<file path="src/rtl/serial_reg_loader_pkg.sv">
// Shared definitions for the bit-serial register loader and the register bank
// it feeds: frame state encoding, default geometry and a small sizing helper.
package serial_reg_loader_pkg;

  // Frame progress: waiting for a start bit, collecting address bits,
  // collecting data bits, and the single write-strobe cycle.
  typedef enum logic [1:0] {
    IDLE   = 2'd0,
    ADDR   = 2'd1,
    DATA   = 2'd2,
    COMMIT = 2'd3
  } state_t;

  // Default register-word geometry, also used by the register bank.
  localparam int unsigned DEF_WIDTH  = 8;
  localparam int unsigned DEF_ADDR_W = 3;

  // Larger of two sizes; used to size the shared address/data bit counter.
  function automatic int unsigned max_u(input int unsigned a, input int unsigned b);
    return (a > b) ? a : b;
  endfunction

endpackage

</file>
<file path="src/rtl/serial_reg_loader_ser_shift_reg.sv">
// MSB-first shift register with synchronous clear and a snapshot register.
// The working register assembles the field bit by bit; the snapshot register
// is only updated on load, so its output never shows a partially shifted value.
module ser_shift_reg
  import serial_reg_loader_pkg::*;
#(
  parameter int unsigned WIDTH = DEF_WIDTH
) (
  input  logic             clk,
  input  logic             rst,
  input  logic             clr,
  input  logic             shift,
  input  logic             din,
  input  logic             load,
  output logic [WIDTH-1:0] q,
  output logic [WIDTH-1:0] hold
);

  logic [WIDTH-1:0] nxt;

  // Value after shifting din in at the LSB end.
  generate
    if (WIDTH == 1) begin : g_one
      always_comb nxt = din;
    end else begin : g_multi
      always_comb nxt = {q[WIDTH-2:0], din};
    end
  endgenerate

  // Working register: clear alone empties it; clear with shift starts a new
  // field with din as its first (eventually most significant) bit.
  always_ff @(posedge clk or posedge rst) begin
    if (rst) begin
      q <= '0;
    end else if (clr && shift) begin
      q <= WIDTH'(din);
    end else if (clr) begin
      q <= '0;
    end else if (shift) begin
      q <= nxt;
    end
  end

  // Snapshot register: a load coinciding with the final shift captures the
  // completed value directly so it is visible one cycle after the last bit.
  always_ff @(posedge clk or posedge rst) begin
    if (rst) begin
      hold <= '0;
    end else if (load) begin
      hold <= shift ? nxt : q;
    end
  end

endmodule

</file>
<file path="src/rtl/serial_reg_loader.sv">
// Bit-serial front end for the register bank. Collects an address-then-data
// frame one bit per handshake beat (MSB first) and issues a one-cycle write
// strobe with the assembled address and word.
module serial_reg_loader
  import serial_reg_loader_pkg::*;
#(
  parameter int unsigned WIDTH  = DEF_WIDTH,
  parameter int unsigned ADDR_W = DEF_ADDR_W
) (
  input  logic              Clk,
  input  logic              Reset,
  input  logic              SerIn,
  input  logic              SerValid,
  input  logic              SerStart,
  output logic              SerReady,
  output logic              WrEn,
  output logic [ADDR_W-1:0] WrAddr,
  output logic [WIDTH-1:0]  WrData,
  output logic              Busy,
  output logic              FrameErr
);

  localparam int unsigned CNT_MAX = max_u(ADDR_W, WIDTH);
  localparam int unsigned CNT_W   = $clog2(CNT_MAX + 1);

  localparam logic [CNT_W-1:0] ADDR_RELOAD = CNT_W'(ADDR_W - 1);
  localparam logic [CNT_W-1:0] DATA_RELOAD = CNT_W'(WIDTH);
  localparam logic [CNT_W-1:0] CNT_LAST    = CNT_W'(1);

  state_t           state, state_n;
  logic [CNT_W-1:0] cnt, cnt_n;

  logic beat;
  logic start_load;
  logic addr_shift;
  logic data_shift;
  logic commit_load;
  logic restart;

  logic             wr_en_q;
  logic             frame_err_q;
  logic [ADDR_W-1:0] addr_q;
  logic [WIDTH-1:0]  data_q;

  assign SerReady = (state != COMMIT);
  assign Busy     = (state != IDLE);
  assign beat     = SerValid & SerReady;
  assign WrEn     = wr_en_q;
  assign FrameErr = frame_err_q;

  // State register and remaining-bit counter.
  always_ff @(posedge Clk or posedge Reset) begin
    if (Reset) begin
      state <= IDLE;
      cnt   <= '0;
    end else begin
      state <= state_n;
      cnt   <= cnt_n;
    end
  end

  // Next-state, counter and shift/commit control decode.
  // A start-flagged beat in ADDR or DATA is handled exactly like a start in
  // IDLE plus an error flag, so a restart on the final data beat never
  // reaches COMMIT.
  always_comb begin
    state_n     = state;
    cnt_n       = cnt;
    start_load  = 1'b0;
    addr_shift  = 1'b0;
    data_shift  = 1'b0;
    commit_load = 1'b0;
    restart     = 1'b0;

    unique case (state)
      IDLE, ADDR, DATA: begin
        if (beat && SerStart) begin
          start_load = 1'b1;
          restart    = (state != IDLE);
          if (ADDR_W > 1) begin
            state_n = ADDR;
            cnt_n   = ADDR_RELOAD;
          end else begin
            state_n = DATA;
            cnt_n   = DATA_RELOAD;
          end
        end else if (beat && (state == ADDR)) begin
          addr_shift = 1'b1;
          if (cnt == CNT_LAST) begin
            state_n = DATA;
            cnt_n   = DATA_RELOAD;
          end else begin
            cnt_n = cnt - CNT_LAST;
          end
        end else if (beat && (state == DATA)) begin
          data_shift = 1'b1;
          if (cnt == CNT_LAST) begin
            state_n     = COMMIT;
            cnt_n       = '0;
            commit_load = 1'b1;
          end else begin
            cnt_n = cnt - CNT_LAST;
          end
        end
      end
      COMMIT: begin
        state_n = IDLE;
      end
      default: begin
        state_n = IDLE;
        cnt_n   = '0;
      end
    endcase
  end

  // Registered strobe and abort pulse, both asserted for the cycle after
  // the beat that caused them.
  always_ff @(posedge Clk or posedge Reset) begin
    if (Reset) begin
      wr_en_q     <= 1'b0;
      frame_err_q <= 1'b0;
    end else begin
      wr_en_q     <= commit_load;
      frame_err_q <= restart;
    end
  end

  ser_shift_reg #(
    .WIDTH (ADDR_W)
  ) u_addr_sr (
    .clk   (Clk),
    .rst   (Reset),
    .clr   (start_load),
    .shift (start_load | addr_shift),
    .din   (SerIn),
    .load  (commit_load),
    .q     (addr_q),
    .hold  (WrAddr)
  );

  ser_shift_reg #(
    .WIDTH (WIDTH)
  ) u_data_sr (
    .clk   (Clk),
    .rst   (Reset),
    .clr   (start_load),
    .shift (data_shift),
    .din   (SerIn),
    .load  (commit_load),
    .q     (data_q),
    .hold  (WrData)
  );

endmodule

</file>
<file path="config.mk">
export PLATFORM = sky130hd
export DESIGN_NAME = serial_reg_loader
export DESIGN_NICKNAME = d
export VERILOG_FILES = /design/src/rtl/serial_reg_loader_pkg.sv /design/src/rtl/serial_reg_loader_ser_shift_reg.sv /design/src/rtl/serial_reg_loader.sv
export SDC_FILE = /design/constraint.sdc
export NUM_CORES = 1
export LEC_CHECK = 0
export CAP_MARGIN = 20
export CELL_PAD_IN_SITES_DETAIL_PLACEMENT = 1
export CELL_PAD_IN_SITES_GLOBAL_PLACEMENT = 1
export CORE_ASPECT_RATIO = 1.2
export CORE_UTILIZATION = 42
export DETAILED_ROUTE_END_ITERATION = 12
export PLACE_DENSITY = 0.78
export SYNTH_ARGS = -nofsm -noshare
export SYNTH_HDL_FRONTEND = slang
export SYNTH_SLANG_ARGS = --single-unit
</file>
<file path="constraint.sdc">
create_clock -name Clk -period 2 [get_ports Clk]
set_input_delay 0.4 -clock Clk [delete_from_list [all_inputs] [get_ports Clk]]
set_output_delay 0.4 -clock Clk [all_outputs]
set_load 0.005 [all_outputs]
</file>
# == After elaboration in Yosys (flattened, before gate mapping) ==
# Cells that the tools add are included.
# totals
out_inout_bits,15
in_bits,5
word_cells,62
regBits,30
# classes
muxes,33
n_reduce_logical,11
n_bitwise,2
eq_ne,7
n_addsub,1
# op_table
cell,n
$mux W8,3
$mux W4,5
$mux W1,16
$mux W2,5
$mux W3,3
$logic_and A1 B1 Y1,5
$eq A2 B2 Y1 const B,2
$eq A4 B1 Y1 const B,1
$ne A4 B4 Y1 const B,1
$pmux W2 S2,1
$reduce_and A2 Y1,2
$sub A4 B1 Y4 const B,1
$ne A3 B3 Y1 const B,1
$reduce_bool A3 Y1,1
$reduce_or A3 Y1,1
$eq A2 B1 Y1 const B,1
$logic_not A2 Y1,1
$ne A2 B2 Y1 const B,1
$reduce_bool A2 Y1,1
$and A1 B1 Y1,1
$or A1 B1 Y1,1

# == Logic depth before layout (Yosys ltp) ==
# Gate-level depths: netlist of run 1.
# logic_depth
word_depth,10
ltp_mapped,6
mapped_depth_nobuf,5

# == By module ==
# From an unflattened synthesis of run 1, not the netlist that was laid out.
# unflattened
cells_unflattened,137
hier_area_um2,1435.1
# modules_own_cells
mod,seq_area_each_um2,area_each_um2,instances,cells_per_inst
ser_shift_reg at u_data_sr,400.4,625.6,1,54
serial_reg_loader,200.2,585.6,1,63
ser_shift_reg at u_addr_sr,150.1,224.0,1,20

# == Least setup slack after synthesis of run 1 ==
# Ideal clock, no wire load.
# synth_path
kind,register to register
start,register cnt[1]
end,register u_addr_sr.hold[1]
path_buffers,1
slack_ns,0.460
setup_ns,0.125
path_stages_with_launch,7
synth_period_minus_slack_ns,1.540
arrival_time_ns,1.415
required_ns,1.875
path_cell_list,dfrtp_1 inv_1 ha_1 nor3b_2 nand2_4 buf_6 mux2_4
# synth_via
elab_chain_len,6
# synth_lines
item,line,source
"start, declared",serial_reg_loader.sv:31,"logic [CNT_W-1:0] cnt, cnt_n;"
"start signal, assigned",serial_reg_loader.sv:58,cnt <= cnt_n;
$eq A4 B1 Y1,serial_reg_loader.sv:97,if (cnt == CNT_LAST) begin
$mux W1,serial_reg_loader.sv:97,
$mux W1,serial_reg_loader.sv:95,end else if (beat && (state == DATA)) begin
$mux W1,serial_reg_loader.sv:87,end else if (beat && (state == ADDR)) begin
$mux W1,serial_reg_loader.sv:77,if (beat && SerStart) begin
$mux W1,serial_reg_loader.sv:75,unique case (state)
"end signal, assigned",serial_reg_loader_ser_shift_reg.sv:50,hold <= shift ? nxt : q;
"end, declared",serial_reg_loader_ser_shift_reg.sv:16,output logic [WIDTH-1:0] hold
# Every way passes these cells.
# A chain may end at the register's enable or synchronous reset.

# == Worst setup path in the final report of run 1 ==
# layout_path
start,register state[1]
end,output Busy
# layout_via
elab_chain_len,1
# layout_lines
item,line,source
"start, declared",serial_reg_loader.sv:30,"state_t state, state_n;"
"start signal, assigned",serial_reg_loader.sv:57,state <= state_n;
$reduce_bool A2 Y1,serial_reg_loader.sv:46,assign Busy = (state != IDLE);
"end, declared",serial_reg_loader.sv:19,"output logic Busy,"
# Every way passes these cells.

==> results.txt, run 1 <==
- The run finished with clean final reports.
- Standard-cell rows: 22
- Initial DRT Pass Iterations: 4
- Highest-count cells in the layout ignoring fill and taps: dfrtp_1 (28), nand2_1 (19), clkdlybuf4s50_1 (19), mux2_4 (8), buf_4 (8)
- Kind of start point of the critical path: flop
* Number of max-slew violations in the final report: 0
- The H-tree generated during clock tree synthesis spans 2 levels.
- Worst path required time: 1.60 ns
- Relative to the synthesized area, the layout overhead comes to 21.8%.
- The tightest min-delay check is of the in -> async type.
- Post-synthesis cell type count: 39
- Post-synthesis xor/xnor area fraction: 0.00630
- Summed over all nets, the half-perimeter wirelength after detailed placement is around 2100 um.
* Portion of netlist area occupied by mux cells: 0.118
- Setup violations remaining at the end of the flow were counted as 0.
* Number of remaining DRC errors: 0
* DRT Wirelength: 2900 um
- Once detail routing completed, the nets flagged for antenna violations numbered 0.
* Later-pin clock latency in the skew report: roughly 0.32 ns
- Pwr dens: 804 nW/um^2
- Clock buffers created by TritonCTS: 5
- In this run, synthesis produced a sequential element count of 29.
* Sort of element at the end of the critical path: output port
- Kind of critical path: reg -> out
- Maximum buffer depth of the clock tree: 2
* Avg Vias per Cell: approximately 5.4
- TritonCTS built the clock tree.
* Die Y: 65.0 um
- Clock skew on the completed layout was measured at 0.00945 ns.
- Layout Cells excl Fill: 186
* Async set-or-reset flop fraction in the synthesized netlist: 1.00
- IO Pins: 20
- Per-cell routed wire length: between 15 and 20 um
- Minimum clock period after layout: 1.92 ns
- Vias in the first global route: 1067
* Worst Path Arrival: 1.52 ns
- Simple-gate portion of the synthesized area: 0.167
- Worst hold slack across all endpoints: 0.446 ns
- Of all nets on the critical path, the largest fanout is 5.
- Average size of a mapped cell: 11.4 sq um
- Maximum VDD drop: between 0.5 and 0.6 mV
* Number of antenna violations at the first check in global routing: 0
- Maximum number of pins on one net before global-route repair: 30
- Final antenna diode count: 0
* Sequential element share of the synthesized area: 0.522
* Peak clock frequency supported by timing: 520 MHz
- The net count of the finished layout is 156.
- CTS clock-pin slew for the worst setup and hold paths: 0.10 ns
- Buffer cell driving the clock tree root: clkbuf_4
- Hold repair after CTS inserted 0 buffers.
- The first routing iteration left 21 violations.
* Cell Count Post-Placement: 177
- Most common library cell in the layout ignoring fill and taps: dfrtp_1
* Final Hold Violating Endpoints: 0
* Total number of clock tree sinks: 29
- The total area inside the core boundary comes to 3110 sq um.
- Across the run, the number of max-cap violations was 0.
- Power Total: 1360 uW
* Leak pwr: 0.000818 uW
- In the final layout, the share of cells above drive strength 1 is 0.213.
- Combined area of all synthesized cells: between 1000 and 1500 sq um
- Predominant post-synthesis flop cell: dfrtp_1
- Main combinational cell family by area after synthesis: simple AND/OR/NAND/NOR gates
- Vias after detailed routing: around 1000
- Global placement routability congestion: 0.820
- Headroom to the max-slew limit: 0.729
- Synthesis produced a netlist with a net count of 129.
- The count of buffers added on input and output ports is 19.
* Actual transition at the worst max-transition pin: 0.407 ns
- Adder-cell area share of the yosys netlist: 0.0180
- For this run, the total global-route usage over all layers was measured as 0.194.
- The die covers 3540 sq um.
* Compound-gate portion of the synthesized area: 0.121
* First-pass GRT wire length: 4930 um
- Yosys printed 0 warnings.
- EDFF count, synth: 0
- In this run the horizontal extent of the chip is 54.5 um.
- Of the available clock period, the critical path in the final layout requires 0.962.
- Synthesis produced a netlist whose cell count is 122.
* Starting density of the core: 0.447
- Aggregate global routing overflow: 0
## per-layer routing
metal | track usage | part of all wire
met1 | 0.232 | 0.43
met2 | 0.325 | 0.52
met3 | 0.0493 | 0.028
met4 | 0.0673 | 0.020
met5 | 0 | 0
## repair_timing
item,4_1_cts,5_1_grt
setup endpoints to repair,0,1
gates resized for setup,0,1
setup buffers,0,1
## worst max-delay path, cell delays in order, from the launching register on
cell and delay, ns:
dfrtp_2 0.44, or2_2 0.31, clkdlybuf4s50_1 0.45
## synth_stat cells (all sizes together) (2+ instances only)
| master | instances | share of area |
|---|---|---|
| o21ai | 3 | 0.011 |
| dfrtp | 29 | 0.52 |
| clkbuf | 2 | 0.0054 |
| buf | 5 | 0.027 |
| nand2 | 20 | 0.059 |
| a32oi | 2 | 0.013 |
| a22o | 4 | 0.025 |
| nor3b | 2 | 0.014 |
| nand2b | 2 | 0.0090 |
| ha | 2 | 0.018 |
| mux2 | 11 | 0.11 |
| inv | 6 | 0.016 |
| a21oi | 8 | 0.032 |
| nor2b | 3 | 0.014 |
| nand3 | 3 | 0.011 |
| o21a | 2 | 0.011 |
## layout make-up
type / count / area [sq um]
Sequential cell: 29 / 727
Timing Repair Buffer: 27 / 250
Clock buffer: 6 / 41.3
Fill cell: 351 / 1420
Clock inverter: 2 / 10.0
Inverter: 6 / 22.5
Tap cell: 36 / 45.0
Multi-Input combinational cell: 80 / 597
## cell families (layout without fill, tap and decap cells)
group,Yosys count,in the layout
AOI/OAI and AO/OA,24,24
buffers and inverters,13,41
adders and majority gates,2,2
muxes,12,12
and+or+nand+nor,41,41
xor gates and xnor gates,1,1
DFF,29,29
## power by group
| part | internal (uW) | leakage [uW] | switching, uW | total (uW) |
|---|---|---|---|---|
| Combinational | 154 | 0.000398 | 163 | 317 |
| Sequential | 643 | 0.000388 | 63.9 | 707 |
| Clock | 134 | 0.0000320 | 204 | 337 |
| Total | 931 | 0.000818 | 431 | 1360 |
## sequential cells by signal (all words and copies together), names as in the netlist
name	flops
FrameErr	1
WrEn	1
cnt	4
state	2
u_addr_sr.hold	3
u_addr_sr.q	3
u_data_sr.hold	8
u_data_sr.q	7
## final timing paths
| kind | endpoint | start | slack, ns | cells past startpoint |
|---|---|---|---|---|
| worst max-delay path | Busy | state[1]$_DFFE_PP0P_ | 0.08 | 2 |
| worst min-delay path | state[0]$_DFFE_PP0P_ | Reset | 0.45 | 3 |
| worst max register to register | u_data_sr.hold[4]$_DFFE_PP0P_ | cnt[1]$_DFFE_PP0P_ | 0.26 | 5 |
| worst min register to register | u_data_sr.hold[3]$_DFFE_PP0P_ | u_data_sr.hold[3]$_DFFE_PP0P_ | 0.52 | 1 |
| max in group asynchronous | state[1]$_DFFE_PP0P_ | Reset | 1.26 | 3 |
| min in group Clk | u_data_sr.hold[3]$_DFFE_PP0P_ | u_data_sr.hold[3]$_DFFE_PP0P_ | 0.52 | 1 |
## per-stage QoR
| step | utilization | setup slack, ns | setup TNS (ns) | area (sq um) |
|---|---|---|---|---|
| global placement | 0.525 | 0.197 | 0 | 1630 |
| CTS | 0.541 | 0.0256 | 0 | 1680 |
| global route | 0.544 | -0.0000437 | -0.0000437 | 1690 |
| finish | 0.544 | 0.0758 | 0 | 1690 |
| detailed placement | 0.525 | 0.157 | 0 | 1630 |
| floorplan | - | 0.460 | 0 | 1390 |
(Power assumes the default switching activity.)
==> run 2: changes to the inputs <==
==> constraint.sdc (replaced) <==
create_clock -name Clk -period 1.9 [get_ports Clk]
set_input_delay 0.38 -clock Clk [delete_from_list [all_inputs] [get_ports Clk]]
set_output_delay 0.38 -clock Clk [all_outputs]
set_load 0.005 [all_outputs]
==> run 2 against run 1 <==
Net effect:
- combinational power increased by 20%
- worst hold slack got worse by 0.033 ns
- cell area is 4.9% higher
- die area unchanged
- cell count increased by 2.7%
- clock skew increased by 0.0024 ns
- first-iteration DRC count fell by 62%
- sequential power is 4.7% higher
- largest cell class unchanged
==> results.txt, run 2 (synthesis results as in run 1) <==
- Combined global-route utilization of all metal layers: 0.206
- TritonCTS built the clock tree.
- Crit path cell chain: buf_4 > buf_4 > buf_4 > and4bb_1 > nand2_4 > mux2_4
* Crit path largest cell delay: 0.42 ns
* Horizontal die dimension: 54.5 um
- The first global-routing pass estimated 5110 um of wire.
- For this run, design rule violations remaining after detail routing come to 0.
- Across all layers, the routed design uses roughly 1000 vias.
- Worst Path Arrival: slightly below 2 ns
- Power Total: 1650 uW
* Biggest registers after layout: u_data_sr.hold: 8 flops, u_data_sr.q: 7 flops, cnt: 4 flops
* Fillers: 321
- Largest register by flop count: u_data_sr.hold
- CORE AREA: 3110 sq um
* Most prevalent standard cell on the critical path: buf_4
- Sort of element at the end of the critical path: flop
- In this run the tightest slew margin relative to its limit is 0.736.
- For the pin with the worst max-slew slack, the measured transition is 0.395 ns.
* DRT Wirelength: 3070 um
* Number of max-capacitance violations reported: 0
* Aggregate global routing overflow: 0
* Initial DRT Pass Iterations: 4
- TritonCTS created 5 clock buffers.
- The flow ran to the end, and the final reports show no timing, DRC or antenna violations.
* Total number of clock tree sinks: 29
- For this block, the initial DRC count from the detailed router was 8.
- Standard-cell rows: 22
* Worst-path maximum fanout: 12
* Number of max-slew violations in the final report: 0
- At the end of routability-driven placement, the weighted congestion stood at about 0.8.
- The initial utilization of the core area, before any placement, comes to 0.447.
* Peak clock frequency supported by timing: 558 MHz
- After clock tree synthesis, the clock-pin slew on the worst setup and hold paths is about 0.10 ns.
- Later-pin clock latency in the skew report: 0.32 ns
- Die Area: 3540 sq um
* Number of antenna violations at the first check in global routing: 0
* Most common library cell in the layout ignoring fill and taps: dfrtp_1
- Maximum buffer depth of the clock tree: 2
- Buffer cell driving the clock tree root: clkbuf_4
- The die is approximately 65 um tall.
- Slowest stage cell, crit path: dfrtp_2
- Number of failing setup endpoints in the final timing report: 0
- Number of nets at the end of the flow: 161
- The repair_antennas step left the layout with diodes totalling 0.
- Setup repair after global routing left no endpoint under its margin.
* Detailed placement HPWL: 2190 um
- Once placement completed, the tool counted placed cells totaling 178.
- Port buffering added 19 buffers.
- Dividing total power by cell area gives a power density of around 930 nW/um^2.
* Synthesis-to-finish area growth: 27.7%
* Largest register FFs: 8
* Minimum clock period after layout: 1.79 ns
* Post-CTS Hold Buffers: 0
* Vias in the first global route: 1114
- Maximum number of pins on one net before global-route repair: 30
- Share of post-route cells with drive strength above 1: 0.245
- Highest-count cells in the layout ignoring fill and taps: dfrtp_1 (28), nand2_1 (18), clkdlybuf4s50_1 (17), buf_4 (12), mux2_4 (8)
* Final Skew: 0.0118 ns
- Summed over all cells, the static leakage comes to between 0.0008 and 0.0009 uW.
- Hold is met by between 0.4 and 0.5 ns.
* Period Utilization, post-route: 0.943
- After detailed routing, the average wire length per cell comes to 16.1 um.
* Final Hold Violating Endpoints: 0
- VDD sags by at most 0.796 mV.
* Number of levels in the clock H-tree: 2
- The path class of the tightest hold or removal check is in -> async.
* Antenna viol nets, final: 0
- The worst setup path is of the reg -> reg kind.
- Using the TritonRoute via totals, the vias-per-cell ratio works out to between 5 and 6.
* IO Pins: 20
- Kind of start point of the critical path: flop
- At the worst endpoint, the required time is 2.10 ns.
- Layout Cells excl Fill: around 190
==> run 2: cell types whose count changed in the layout (fill, tap and decap cells not counted), moves of 2 or more <==
| cell | previous run | this run |
|---|---|---|
| buf_4 | 8 | 12 |
| clkdlybuf4s50_1 | 19 | 17 |
| clkinv_2 | 2 | 0 |
| dlymetal6s2s_1 | 0 | 2 |
==> run 2: worst paths after layout <==
| path | cells past startpoint | start | endpoint | slack, ns |
|---|---|---|---|---|
| min in group Clk | 1 | u_data_sr.hold[1]$_DFFE_PP0P_ | u_data_sr.hold[1]$_DFFE_PP0P_ | 0.52 |
| max in group asynchronous | 3 | Reset | state[0]$_DFFE_PP0P_ | 1.19 |
| hold / removal | 3 | Reset | WrEn$_DFF_PP0_ | 0.41 |
| setup reg to reg | 6 | state[0]$_DFFE_PP0P_ | u_data_sr.hold[7]$_DFFE_PP0P_ | 0.11 |
| hold reg to reg | 1 | u_data_sr.hold[1]$_DFFE_PP0P_ | u_data_sr.hold[1]$_DFFE_PP0P_ | 0.52 |
| setup / recovery | 6 | state[0]$_DFFE_PP0P_ | u_data_sr.hold[7]$_DFFE_PP0P_ | 0.11 |
==> run 2: cell type report <==
class / instances / area [sq um] / share of cell area
inverter: 6 / 22.5 / 0.0127
sequential: 29 / 727 / 0.409
tap: 36 / 45.0 / 0.0254
multi-input combinational: 80 / 599 / 0.338
clock inverter: 1 / 30.0 / 0.0169
clock buffer: 7 / 55.1 / 0.0310
timing repair buffer: 32 / 297 / 0.167
==> run 2: stage by stage <==
step / util / TNS, ns / setup slack [ns] / cell area, sq um
floorplan: - / 0 / 0.360 / 1390
global placement: 0.527 / 0 / 0.116 / 1640
detailed placement: 0.527 / 0 / 0.0690 / 1640
CTS: 0.566 / -0.00175 / -0.00175 / 1760
global route: 0.571 / 0 / 0.0767 / 1780
finish: 0.571 / 0 / 0.109 / 1780
==> run 2: where the power goes <==
group | internal (uW) | switching [uW]
combinational | 191 | 188
sequential | 678 | 62.2
clock | 314 | 218
==> run 2: routing by layer <==
layer / wire length [um] / global-route usage / vias up
met3: 78 / 0.0469 / 2
met5: 0 / 0 / -
met2: 1670 / 0.328 / 16
li1: - / - / 489
met4: 24 / 0.125 / 0
met1: 1300 / 0.243 / 523
==> run 2: repair_timing <==
item / 4_1_cts / 5_1_grt
resized for setup: 2 / 3
cloned: 0 / 0
pin swaps: 0 / 0
endpoints found under the setup margin: 2 / 2
buffers inserted: 4 / 1
==> run 2: critical path, delay by kind of cell (launching register included) <==
family                 cells  cell delay, ns
DFF                        1            0.42
muxes                      1            0.34
and+or+nand+nor            2            0.48
buffers and inverters      3            0.42
